==> config.mk <==
export PLATFORM = sky130hd
export DESIGN_NAME = sevenseg_scan
export DESIGN_NICKNAME = d
export VERILOG_FILES = /design/src/rtl/nexys_display_pkg.sv /design/src/rtl/sevenseg_glyph.sv /design/src/rtl/sevenseg_scan.sv
export SDC_FILE = /design/constraint.sdc
export NUM_CORES = 1
export LEC_CHECK = 0
export ABC_AREA = 1
export BUFFER_PORTS_ARGS = -buffer_cell sky130_fd_sc_hd__buf_2
export CAP_MARGIN = 20
export CORE_MARGIN = 2
export CORE_UTILIZATION = 55
export DETAILED_ROUTE_END_ITERATION = 8
export PLACE_DENSITY = 0.88
export SYNTH_ARGS = -nofsm -noshare
export SYNTH_HDL_FRONTEND = slang
export SYNTH_HIERARCHICAL = 1
export SYNTH_SLANG_ARGS = --single-unit
==> constraint.sdc <==
create_clock -name clk_peripheral -period 6.01 [get_ports clk_peripheral]
set_clock_uncertainty 0.1 [all_clocks]
set_input_delay 0.601 -clock clk_peripheral [delete_from_list [all_inputs] [get_ports clk_peripheral]]
set_output_delay 0.601 -clock clk_peripheral [all_outputs]
set_load 0.01 [all_outputs]
==> src/rtl/nexys_display_pkg.sv <==
// rtl/nexys_display_pkg.sv - glyph codes and active-low segment patterns for the Nexys display.
package nexys_display_pkg;

  localparam int GLYPH_DP_BIT = 5;

  localparam logic [5:0] GLYPH_BLANK      = 6'h10;
  localparam logic [5:0] GLYPH_DASH       = 6'h11;
  localparam logic [5:0] GLYPH_UNDERSCORE = 6'h12;
  localparam logic [5:0] GLYPH_H          = 6'h13;
  localparam logic [5:0] GLYPH_L          = 6'h14;
  localparam logic [5:0] GLYPH_N          = 6'h15;
  localparam logic [5:0] GLYPH_O          = 6'h16;
  localparam logic [5:0] GLYPH_P          = 6'h17;
  localparam logic [5:0] GLYPH_R          = 6'h18;
  localparam logic [5:0] GLYPH_T          = 6'h19;
  localparam logic [5:0] GLYPH_U          = 6'h1A;
  localparam logic [5:0] GLYPH_Y          = 6'h1B;
  localparam logic [5:0] GLYPH_S          = 6'h1C;
  localparam logic [5:0] GLYPH_EQUALS     = 6'h1D;
  localparam logic [5:0] GLYPH_I          = 6'h1E;
  localparam logic [5:0] GLYPH_ALL        = 6'h1F;

  localparam logic [6:0] SEG_OFF = 7'h7F;

  // Bit 0 is segment a (CA) through bit 6 segment g (CG); a 0 lights the segment.
  localparam logic [6:0] SEG_LUT [32] = '{
    7'h40, 7'h79, 7'h24, 7'h30, 7'h19, 7'h12, 7'h02, 7'h78,
    7'h00, 7'h10, 7'h08, 7'h03, 7'h46, 7'h21, 7'h06, 7'h0E,
    7'h7F, 7'h3F, 7'h77, 7'h09, 7'h47, 7'h2B, 7'h23, 7'h0C,
    7'h2F, 7'h07, 7'h41, 7'h11, 7'h12, 7'h37, 7'h7B, 7'h00
  };

endpackage

==> src/rtl/sevenseg_glyph.sv <==
// rtl/sevenseg_glyph.sv - combinational 5-bit glyph code to active-low segment decoder.
module sevenseg_glyph
  import nexys_display_pkg::*;
(
  input  logic [4:0] code_i,
  output logic [6:0] seg_o
);

  assign seg_o = SEG_LUT[code_i];

endmodule

==> src/rtl/sevenseg_scan.sv <==
// rtl/sevenseg_scan.sv - eight-digit multiplexed seven-segment scanner with frame-latched shadows.
// Optional PWM dimming from brightness when SEVENSEG_DIM_EN is defined.
module sevenseg_scan
  import nexys_display_pkg::*;
#(
  parameter int PRESCALE = 17,
  parameter int BLANK    = 64
) (
  input  logic       clk_peripheral,
  input  logic       peripheral_reset,
  input  logic [5:0] display0,
  input  logic [5:0] display1,
  input  logic [5:0] display2,
  input  logic [5:0] display3,
  input  logic [5:0] display4,
  input  logic [5:0] display5,
  input  logic [5:0] display6,
  input  logic [5:0] display7,
  input  logic [2:0] brightness,
  output logic [7:0] an,
  output logic [6:0] seg,
  output logic       dp
);

  localparam logic [PRESCALE-1:0] BLANK_CNT = PRESCALE'(BLANK);
  localparam logic [PRESCALE-1:0] CNT_ONE   = PRESCALE'(1);

  logic [PRESCALE-1:0] cnt_q, cnt_d;
  logic [2:0]          idx_q, idx_d;
  logic [5:0]          shadow_q [8];
  logic [5:0]          disp_in  [8];
  logic [5:0]          cur_glyph;
  logic [6:0]          glyph_seg;
  logic                wrap, load, lit;
  logic [7:0]          an_q, an_d;
  logic [6:0]          seg_q, seg_d;
  logic                dp_q, dp_d;

  assign disp_in[0] = display0;
  assign disp_in[1] = display1;
  assign disp_in[2] = display2;
  assign disp_in[3] = display3;
  assign disp_in[4] = display4;
  assign disp_in[5] = display5;
  assign disp_in[6] = display6;
  assign disp_in[7] = display7;

  assign cur_glyph = shadow_q[idx_q];

  sevenseg_glyph u_glyph (
    .code_i (cur_glyph[4:0]),
    .seg_o  (glyph_seg)
  );

`ifndef SEVENSEG_DIM_EN
  logic unused_brightness;
  assign unused_brightness = ^brightness;
`endif

  always_comb begin
    wrap  = &cnt_q;
    cnt_d = cnt_q + CNT_ONE;
    idx_d = wrap ? idx_q + 3'd1 : idx_q;
    // Latching every shadow as slot 0 begins keeps a whole frame consistent.
    load  = wrap && (idx_q == 3'd7);
    lit   = (cnt_q >= BLANK_CNT);
`ifdef SEVENSEG_DIM_EN
    lit   = lit && (cnt_q[PRESCALE-1 -: 3] <= brightness);
`endif
    an_d  = lit ? ~(8'h80 >> idx_q) : 8'hFF;
    seg_d = lit ? glyph_seg : SEG_OFF;
    dp_d  = lit ? ~cur_glyph[GLYPH_DP_BIT] : 1'b1;
  end

  always_ff @(posedge clk_peripheral) begin
    if (peripheral_reset) begin
      cnt_q <= '0;
      idx_q <= '0;
      for (int i = 0; i < 8; i++) shadow_q[i] <= GLYPH_BLANK;
      an_q  <= 8'hFF;
      seg_q <= SEG_OFF;
      dp_q  <= 1'b1;
    end else begin
      cnt_q <= cnt_d;
      idx_q <= idx_d;
      if (load) begin
        for (int i = 0; i < 8; i++) shadow_q[i] <= disp_in[i];
      end
      an_q  <= an_d;
      seg_q <= seg_d;
      dp_q  <= dp_d;
    end
  end

  assign an  = an_q;
  assign seg = seg_q;
  assign dp  = dp_q;

endmodule

; ---- Word-level counts from Yosys, hierarchy flattened
; Memory sizes are Yosys's and may differ from the RTL's. A register that Yosys moved wholly into a read port is not among the register bits.
; Index checks and enable logic that the tools add are counted.
[word_totals]
n_memories = 2
rom_bits = 224
output_inout_bits = 16
ramBits = 48
regBits = 29
[classes]
add_sub_neg = 2
n_eq_ne = 1
magnitude_cmp = 1
shift = 1
bitwise = 12
mux = 15
reduce_logical = 3
[memory_table]
columns = name, depth, width, rd, rd_clocked_by_memory_dff, wr, line_no
row1 = (no name shown), 32, 7, 1, 1, 0, sevenseg_glyph.sv:9  ; assign seg_o = SEG_LUT[code_i];
row2 = shadow_q, 8, 6, 1, 1, 8, sevenseg_scan.sv:30  ; logic [5:0] shadow_q [8];
[ops]
columns = cell, n
row1 = $mux W6, 8
row2 = $add A17 B1 Y17 const B, 1
row3 = $ge A17 B7 Y1 const B, 1
row4 = $reduce_and A17 Y1, 1
row5 = $not A8 Y8, 1
row6 = $or A1 B1 Y1, 8
row7 = $shr A8 B3 Y8 const A, 1
row8 = $mux W3, 2
row9 = $not A5 Y6, 1
row10 = $mux W1, 5
row11 = $add A3 B1 Y3 const B, 1
row12 = $eq A3 B3 Y1 const B, 1
row13 = $not A1 Y1, 2
row14 = $reduce_or A2 Y1, 1
row15 = $logic_and A1 B1 Y1, 1

; ---- Depth between registers and ports, before layout
; Gate-level depths: netlist of run 1.
[logic_depth]
ltp_word = 6
mapped_depth = 16

; ---- By module
; The synthesis of run 1 kept the hierarchy.
[modules_own_cells]
columns = mod, cells_each, seq_area_each_um2, area_per_inst_um2, n_inst
row1 = sevenseg_scan, 424, 2222.1, 3804.9, 1
row2 = sevenseg_glyph, 98, 0.0, 535.5, 1

; ---- Worst setup path before layout of run 1
; No wires, ideal clock.
[synth_path]
path_type = flip-flop to flip-flop
from = reg cnt_q[0]
to = mem shadow_q[0][0] (enable)
path_buffers = 0
setup_slack_ns = 0.595
stages_incl_launch_ff = 9
setup_ns = 0.520
period_less_slack_ns = 5.415
t_arrival_ns = 4.795
required_ns = 5.390
cell_sequence = dfxtp_1 > ha_1 > nand2_1 > nor2_2 > nand4_1 > nor3_1 > ha_1 > inv_1 > o21ai_0
[synth_lines]
columns = item, line_no
row1 = start: declaration, sevenseg_scan.sv:28  ; logic [PRESCALE-1:0] cnt_q, cnt_d;
row2 = start signal: assignment, sevenseg_scan.sv:84  ; cnt_q <= cnt_d;
row3 = end: declaration, sevenseg_scan.sv:30

==> results of run 1 <==
-- per-layer routing --
layer / global-route usage, % / share of wire (%) / up-vias
met5: 0 / 0 / -
li1: - / - / 1778
met1: 25.1 / 42 / 1589
met3: 5.29 / 6.9 / 17
met4: 8.82 / 2.4 / 0
met2: 37.8 / 49 / 153
-- sequential cells by signal, summed over array words and instances (netlist names), named ones only --
signal and flops:
cnt_q 17, shadow_q 48, idx_q 3, an 8, seg 7, dp 1
-- synthesized netlist by cell type --
cell / count
o21a_1: 1
nor2_2: 3
o21ai_0: 30
nand4_1: 11
nand3_1: 34
inv_8: 1
nor3_1: 3
inv_1: 84
buf_6: 4
ha_1: 17
xnor2_1: 1
o22ai_1: 10
buf_4: 3
a21oi_2: 2
nand2_1: 99
clkbuf_8: 1
dfxtp_1: 39
clkbuf_1: 1
or2_2: 8
nor3b_2: 1
nand2_2: 4
buf_2: 9
nor2_4: 2
a21oi_1: 14
inv_2: 3
nor3_2: 1
buf_12: 1
o21ai_1: 3
nand3_2: 1
nor2_1: 83
edfxtp_1: 48
-- power groups by stage --
stage / registers [mW] / logic (mW) / clock network (mW)
6_report: 0.646 / 0.0686 / 0.363
3_5_place_dp: 0.660 / 0.0676 / 0
3_3_place_gp: 0.659 / 0.0653 / 0
4_1_cts: 0.646 / 0.0681 / 0.368
5_1_grt: 0.648 / 0.0785 / 0.393
2_1_floorplan: 0.660 / 0.0453 / 0
-- through the flow --
stage	hold WS, ns	power [mW]	instance area [um2]	instances	utilization [%]
2_1_floorplan	0.338	0.705	4340	522	-
3_3_place_gp	0.349	0.724	4660	671	60.6
3_5_place_dp	0.376	0.728	4660	671	60.6
4_1_cts	0.390	1.08	4830	687	62.9
5_1_grt	0.399	1.12	4830	687	62.9
6_report	0.390	1.08	4830	687	62.9
-- cell type report --
class / instances / area share [%]
Clock inverter: 6 / 0.932
Timing Repair Buffer: 66 / 6.88
Inverter: 88 / 6.99
Sequential cell: 87 / 46.0
Tap cell: 102 / 2.64
Clock buffer: 10 / 2.64
Multi-Input combinational cell: 328 / 34.0
-- logic make-up (layout without fill, tap and decap cells) --
kind of cell / count (synthesis) / count (layout)
adders and majority gates: 17 / 17
DFF: 87 / 87
and+or+nand+nor: 250 / 250
buffers and inverters: 107 / 170
xor gates and xnor gates: 1 / 1
AOI/OAI and AO/OA: 60 / 60
-- path summary, 6_finish.rpt --
path | startpoint | endpoint | slack [ns] | cells after the start
hold / removal | idx_q[2] | an[1] | 0.39 | 1
hold reg to reg | idx_q[2] | an[1] | 0.39 | 1
setup reg to reg | register | seg[0] | 2.88 | 13
setup / recovery | register | seg[0] | 2.88 | 13
-- worst max-delay path: cells and delay by family (launching register included) --
| kind | cells | cell delay [ns] |
|---|---|---|
| compound gates | 4 | 0.65 |
| buf+inv | 3 | 0.63 |
| simple gates | 5 | 0.43 |
| flops | 1 | 0.88 |
| fa+ha+maj | 1 | 0.31 |
==> results_dict.tcl, run 1 <==
set metrics [dict create \
    drcViolationCount 0 \
    p_sw_mw 0.259 \
    final_cell_mix "nand2_1 (99), inv_1 (84), nor2_1 (83)" \
    grt_first_pass_wirelength_um 14800 \
    rsz0062_at_grt "no" \
    n_fill_cell 657 \
    combPwrFrac_pct 6.4 \
    layout_commonest_cell "nand2_1" \
    total_leakage_power_nw 2.19 \
    synthMuxAreaShare_pct 0 \
    peakVddDrop_mv 0.158 \
    drv_cap 0 \
    p_int_mw 0.819 \
    pin_count 69 \
    min_period_ns 3.13 \
    synth_area_mm2 0.00434 \
    crit_required_ns 6.13 \
    vias 3537 \
    yosys.area.top_type "edfxtp_1" \
    core-area_mm2 0.00769 \
    die_w_um 92.8 \
    critPathMostFrequentCell "nand2_1" \
    place.gp.congestion 0.885 \
    worstHoldPathType "reg -> reg" \
    via_per_inst 5.15 \
    synth_top_area_share_pct 33.2 \
    seqPwrFrac_pct 59.9 \
    synth-seq-cells 87 \
    nNetsFinal 650 \
    syn_inst 522 \
    drtAntennaViolNets 0 \
    clk_path_buf_depth 2 \
    fmax_mhz 320 \
    synth_adder_area_share_pct 4.90 \
    final_max_slew_viol_count 0 \
    grt_pass1_vias 3565 \
    clk_latency_ns 0.35 \
    ys_top_cells_by_area "edfxtp_1 (33%), dfxtp_1 (18%), nand2_1 (8.6%)" \
    critPathKind "reg -> reg" \
    drt_iter0_markers 303 \
    arrival_ns 3.25 \
    cts_tree "built" \
    slowest_delay_ns 0.88 \
    hold_violations 0 \
    dieArea_mm2 0.00862 \
    crit_fanout 25 \
    clock_power_share_pct 33.7 \
    dr.pass1.iters 5 \
    crit_path_cell_trace "inv_2 -> o21ai_0 -> o22ai_1 -> nand2_1 -> nand2_1 -> inv_1 -> ha_1 -> a21oi_2 -> o21ai_1 -> nand2_1 -> nand2_1 -> inv_1 -> nand2_1" \
    clockRootBuffer "clkbuf_8" \
    ctsResizeCount 0 \
    post-place-ws_ns 2.99 \
    grt_max_degree 49 \
    worstMarginPinSlew_ns 0.846 \
    area_growth_pct 11.4 \
    regArea_mm2 0.00222 \
    cts.sinks 87 \
    synth_compound_area_share_pct 7.44 \
    syn_area_per_cell_um2 8.31 \
    post_cts_buffers 0 \
    critPathLaunchType "register" \
    multiInputGateArea_mm2 0.00164 \
    grt_overflow 0 \
    cp_slowest_cell "dfxtp_1" \
    antenna_found_initial 0 \
    synth_top_family_by_area "simple AND/OR/NAND/NOR gates" \
    synth_xor_area_share_pct 0.202 \
    drive_above_1_share_pct 18.3 \
    power_density_mw_per_mm2 223 \
    yosys.area_share.simple_pct 25.0 \
    dp_hpwl_um 5940 \
    sw_frac_of_total_pct 24.0 \
    row_count 32 \
    tns_ns 0 \
    grt_usage_pct 21.5 \
    fin_ws_ns 2.88 \
    syn_nets 592 \
    portBuffers 65 \
    num_antenna_cells 0 \
    avgRoutedWirePerCell_um 12.7 \
    cts_made_buffers 9 \
    routed_wl_um 8690 \
    setup_viol 0 \
    status "finished clean" \
    cp-end-kind "register" \
    ys_types 31 \
    max_slew_margin_pct 43.5 \
    ys_seq_area_share_pct 51.2 \
    period_share_pct 52.0 \
    h-tree-depth 3 \
    clk_pin_slew_ns 0.09 \
    die_y_um 92.8 \
    ctsHoldBuffers 0 \
    initial_core_util_pct 56.5 \
    ys.warnings.count 6 \
]
Power figures use the tool's default switching activity.
==> run 2: changes to the inputs <==
CORE_UTILIZATION = 51   (was 55)
PLACE_DENSITY = 0.86   (was 0.88)
clock period = 2.6 ns   (was 6.01 ns; I/O delays follow)
==> run 2 against run 1 <==
Against the previous run:
- sequential share of layout area shrank 0.96 points
- critical path type unchanged
- wire length is 1.7% lower
- setup slack lost 2.7 ns
- clock power is 120% higher
- utilization shrank 2.7 points
- register-to-register slack worse by 2.7 ns
- largest power group unchanged
- first-iteration DRC count decreased by 46%
- critical endpoint is now shadow_q[0][4]
- non-clock buffer count up 10
- combinational power is 140% higher
- maximum frequency rose by 31%
==> results_dict.tcl, run 2 (synthesis gave the netlist of run 1 again) <==
set metrics [dict create \
    hold_violations 0 \
    place.gp.congestion 0.846 \
    grt_overflow 0 \
    rsz0062_at_grt "no" \
    worstHoldPathType "in -> reg" \
    final_cell_mix "nand2_1 (97), inv_1 (83), nor2_1 (83)" \
    die_y_um 96.3 \
    top_register "shadow_q" \
    drt_iter0_markers 164 \
    clk_path_buf_depth 2 \
    drv_cap 0 \
    clk_latency_ns 0.36 \
    drcViolationCount 0 \
    timing.hold.ws_ns 0.0576 \
    cts.sinks 87 \
    critPathLaunchType "register" \
    cts_made_buffers 9 \
    peakVddDrop_mv 0.349 \
    avgRoutedWirePerCell_um 12.2 \
    cp-end-kind "register" \
    crit_path_cell_trace "ha_4 -> nand2_2 -> nor2_4 -> nand4_1 -> nor3_1 -> ha_2 -> inv_2 -> nor3_2 -> inv_2 -> or2_2" \
    crit_fanout 10 \
    total_leakage_power_nw 2.24 \
    via_per_inst 4.92 \
    worstSetupEndpoint "shadow_q[0][4]" \
    reg2reg_slack_ns 0.22 \
    post_cts_buffers 0 \
    critPathKind "reg -> reg" \
    layout_commonest_cell "nand2_1" \
    portBuffers 65 \
    r2r_end "shadow_q[0][4]" \
    clockRootBuffer "clkbuf_8" \
    worstMarginPinSlew_ns 0.537 \
    crit_required_ns 2.61 \
    setup_viol 0 \
    slowest_delay_ns 0.39 \
    period_share_pct 91.6 \
    h-tree-depth 3 \
    initial_core_util_pct 52.8 \
    routed_wl_um 8550 \
    max_slew_margin_pct 64.2 \
    die_w_um 96.3 \
    num_antenna_cells 0 \
    nNetsFinal 660 \
    final_cell_area_mm2 0.00494 \
    grt_pass1_vias 3214 \
    fmax_mhz 420 \
    final_cells 700 \
    largest_reg_flops 48 \
    min_period_ns 2.38 \
    status "finished clean" \
    power_density_mw_per_mm2 500 \
    arrival_ns 2.39 \
    grt_usage_pct 20.0 \
    drive_above_1_share_pct 20.8 \
    final_max_slew_viol_count 0 \
    tns_ns 0 \
    cts_tree "built" \
    antenna_found_initial 0 \
    dieArea_mm2 0.00926 \
    dp_hpwl_um 6080 \
    area_growth_pct 13.9 \
    clk_pin_slew_ns 0.09 \
    pin_count 69 \
    vias 3445 \
    dpl.cell_count 684 \
    r2r-start "cnt_q[0]" \
    grt_first_pass_wirelength_um 14100 \
    drtAntennaViolNets 0 \
    cp_slowest_cell "dfxtp_2" \
    critPathMostFrequentCell "inv_2" \
    reg2regPathDepth 10 \
    core-area_mm2 0.00822 \
    placed_cell_area_mm2 0.00478 \
    grt_max_degree 49 \
    dr.pass1.iters 4 \
    startpoint "cnt_q[0]" \
    row_count 33 \
]
[run 2: worst min path at each step]
stage / depth (start not counted) / endpoint / slack, ns / from
floorplan: 1 / shadow_q[6][4] / 0.34 / display6[4]
global placement: 1 / cnt_q[0] / 0.35 / cnt_q[0]
detailed placement: 1 / cnt_q[0] / 0.37 / cnt_q[0]
CTS: 2 / shadow_q[3][4] / 0.04 / display3[4]
global route: 2 / shadow_q[3][4] / 0.05 / display3[4]
finish: 2 / shadow_q[3][4] / 0.06 / display3[4]
[run 2: where the power goes]
group,internal (mW),total (mW),leakage [nW],switching (mW)
Combinational,0.0666,0.163,1.38,0.0964
Clock,0.341,0.815,0.0800,0.473
Sequential,1.48,1.50,0.782,0.0143
[run 2: per-layer routing]
layer	part of all wire, %	up-vias	track usage, %
li1	-	1791	-
met1	45	1565	24.0
met2	49	77	34.5
met3	4.3	12	4.46
met4	1.8	0	8.33
met5	0	-	0
[run 2: final cells by class]
type,count,area (um2)
multi-input combinational,328,1670
tap,105,131
clock buffer,10,128
inverter,88,338
sequential,87,2220
clock inverter,6,35.0
fill,697,3270
timing repair buffer,76,420
[run 2: what timing repair did]
item,4_1_cts,5_1_grt
hold buffers,0,0
gates resized for setup,0,1
endpoints found under the setup margin,0,1
[run 2: metrics by stage]
| stage | total power, mW | utilization [%] | setup slack, ns |
|---|---|---|---|
| floorplan | 1.63 | - | 0.0196 |
| global placement | 1.68 | 58.2 | 0.313 |
| detailed placement | 1.69 | 58.2 | 0.256 |
| CTS | 2.49 | 60.1 | 0.228 |
| global route | 2.57 | 60.2 | 0.0243 |
| finish | 2.47 | 60.2 | 0.219 |
[run 2: critical path, delay by kind of cell, from the launching register on]
family,cells,cell delay (ns)
buffers and inverters,2,0.19
AND/OR/NAND/NOR,6,1.07
adder cells (fa/ha/maj),2,0.37
flip-flops,1,0.39
==> run 3: changes to the inputs <==
CORE_UTILIZATION = 55   (was 51)
CTS_CLUSTER_SIZE = 8   (was default)
PLACE_DENSITY = 0.88   (was 0.86)
SYNTH_HIERARCHICAL = default   (was 1)
clock period = 2.9 ns   (was 2.6 ns; I/O delays follow)
==> run 3 against run 2 <==
Against the previous run:
- maximum frequency shrank 13%
- global-route usage is 3.4 points higher
- sequential power is 11% lower
- synthesized area rose by 3.0%
- power fell by 7.4%
- die area is 4.3% lower
- final cell count increased by 4.1%
- first-iteration DRC count grew 130%
- non-clock buffer count fell by 3
- utilization rose by 5.4 points
- critical endpoint is now shadow_q[5][4]
==> results_dict.tcl, run 3 <==
set metrics [dict create \
    status "finished clean" \
    cts.sinks 87 \
    sw_frac_of_total_pct 23.6 \
    top_register "shadow_q" \
    num_antenna_cells 0 \
    max_slew_margin_pct 65.4 \
    reg2regPathDepth 14 \
    h-tree-depth 3 \
    dieArea_mm2 0.00887 \
    cts_tree "built" \
    grt_overflow 0 \
    power_mw 2.29 \
    worstMarginPinSlew_ns 0.518 \
    cp-end-kind "register" \
    synth_area_mm2 0.00447 \
    grt_first_pass_wirelength_um 16100 \
    final_cell_mix "nand2_1 (132), inv_1 (99), buf_2 (65)" \
    yosys.area.top_type "edfxtp_1" \
    met1_length_um 3880 \
    min_period_ns 2.73 \
    clk_pin_slew_ns 0.09 \
    die_y_um 94.2 \
    timing.hold.ws_ns 0.105 \
    grt_max_degree 49 \
    drt_iter0_markers 384 \
    place.gp.congestion 0.972 \
    clk_latency_ns 0.35 \
    synthArstFlopShare_pct 0 \
    peakVddDrop_mv 0.329 \
    p_sw_mw 0.540 \
    vias 3784 \
    layout_commonest_cell "nand2_1" \
    hold_end "shadow_q[0][4]" \
    pin_count 69 \
    portBuffers 65 \
    post-place-ws_ns 0.00273 \
    syn_nets 627 \
    top_layer "met4" \
    final_max_slew_viol_count 0 \
    synth_most_common_cell "nand2_1" \
    tns_ns 0 \
    row_count 32 \
    ys_top_cells_by_area "edfxtp_1 (32%), dfxtp_1 (17%), nand2_1 (11%)" \
    worstHoldPathType "in -> reg" \
    crit_fanout 7 \
    drcViolationCount 0 \
    rsz0062_at_grt "no" \
    die_w_um 94.2 \
    clk_path_buf_depth 2 \
    ys_types 32 \
    hold_depth 2 \
    syn_area_per_cell_um2 8.01 \
    routed_wl_um 9700 \
    crit_required_ns 2.90 \
    reg2reg_slack_ns 0.17 \
    r2r-start "cnt_q[1]" \
    area_growth_pct 14.5 \
    ctsHoldBuffers 0 \
    critPathLaunchType "register" \
    hold_violations 0 \
    grt_pass1_vias 3697 \
    seqPwrFrac_pct 58.5 \
    ys_seq_area_share_pct 49.7 \
    fin_ws_ns 0.174 \
    setup_viol 0 \
    largest_reg_flops 48 \
    ys.warnings.count 0 \
    p_int_mw 1.75 \
    synth-seq-cells 87 \
    syn_inst 558 \
    grt_usage_pct 23.4 \
    clock_power_share_pct 34.6 \
    initial_core_util_pct 57.3 \
    period_share_pct 94.0 \
    total_leakage_power_nw 2.43 \
    drive_above_1_share_pct 21.1 \
    avgRoutedWirePerCell_um 13.3 \
    synth_flop_cell "edfxtp_1" \
    synth_top_area_share_pct 32.2 \
    critPathKind "reg -> reg" \
    antenna_found_initial 0 \
    wl_met3_um 639 \
    fmax_mhz 367 \
    hold_start "display0[4]" \
    dpl.cell_count 710 \
    final_cells 729 \
    ys_top_cells_by_count "nand2_1 (133), inv_1 (101), nor2_1 (64), nand3_1 (57), edfxtp_1 (48)" \
    routed-wl-met2_um 4910 \
    dr.pass1.iters 5 \
    dp_hpwl_um 6600 \
    core-area_mm2 0.00781 \
    cts_made_buffers 9 \
    via_per_inst 5.19 \
    nNetsFinal 691 \
    power_density_mw_per_mm2 447 \
    combPwrFrac_pct 6.9 \
    arrival_ns 2.73 \
    r2r_end "shadow_q[5][4]" \
    drv_cap 0 \
    clockRootBuffer "clkbuf_8" \
    synth_edf_count 48 \
    drtAntennaViolNets 0 \
]
[run 3: how the worst max path moves through the flow]
| stage | to | from | cells past startpoint |
|---|---|---|---|
| floorplan | shadow_q[0][0] | cnt_q[1] | 12 |
| global placement | shadow_q[1][4] | cnt_q[0] | 14 |
| detailed placement | shadow_q[5][4] | cnt_q[0] | 14 |
| CTS | shadow_q[4][4] | cnt_q[1] | 14 |
| global route | shadow_q[4][4] | cnt_q[1] | 14 |
| finish | shadow_q[5][4] | cnt_q[1] | 14 |
[run 3: critical path, stage by stage, from the launching register on]
cell and delay (ns):
dfxtp_4 0.37, ha_4 0.13, nand2_2 0.04, inv_2 0.08, nand3_2 0.10, nor2_2 0.14
nand2_1 0.10, nor2_2 0.16, nand3_2 0.12, nor4_4 0.16, ha_2 0.26, inv_4 0.06
nor3_1 0.17, bufinv_8 0.22, or2_2 0.27
[run 3: cells by family (layout without fill, tap and decap cells)]
logic type | count (synthesis) | in the layout | share of synthesized area (%)
AOI/OAI and AO/OA | 32 | 32 | 4.09
buffers and inverters | 125 | 194 | 12.1
DFF | 87 | 87 | 49.7
adders and majority gates | 16 | 16 | 4.48
and+or+nand+nor | 298 | 298 | 29.7
[run 3: layout make-up]
type | instances | area, um2
fill | 659 | 2690
clock buffer | 13 | 159
sequential | 87 | 2230
tap | 102 | 128
multi-input combinational | 346 | 1770
clock inverter | 3 | 18.8
timing repair buffer | 73 | 402
inverter | 105 | 418
[run 3: power by group through the flow]
stage,clock network (mW),logic [mW],registers (mW)
6_report,0.792,0.158,1.34
5_1_grt,0.855,0.179,1.34
4_1_cts,0.805,0.156,1.34
3_5_place_dp,0,0.154,1.37
3_3_place_gp,0,0.147,1.37
2_1_floorplan,0,0.0997,1.37
[run 3: metal layers]
metal / track usage (%) / vias to the layer above
met5: 0 / -
met4: 12.8 / 0
met3: 4.41 / 24
met2: 40.6 / 171
met1: 27.1 / 1717
li1: - / 1872
[run 3: repair_timing]
item,4_1_cts,5_1_grt
endpoints found under the setup margin,11,84
setup buffers,0,3
pin swaps,0,3
resized for setup,1,5
endpoints found under the hold margin,0,0
[run 3: through the flow]
step	cell area [um2]	util [%]
after floorplan	4520	-
after global placement	4890	62.6
after detailed placement	4890	62.6
after CTS	5070	64.9
after global routing	5120	65.6
final	5120	65.6
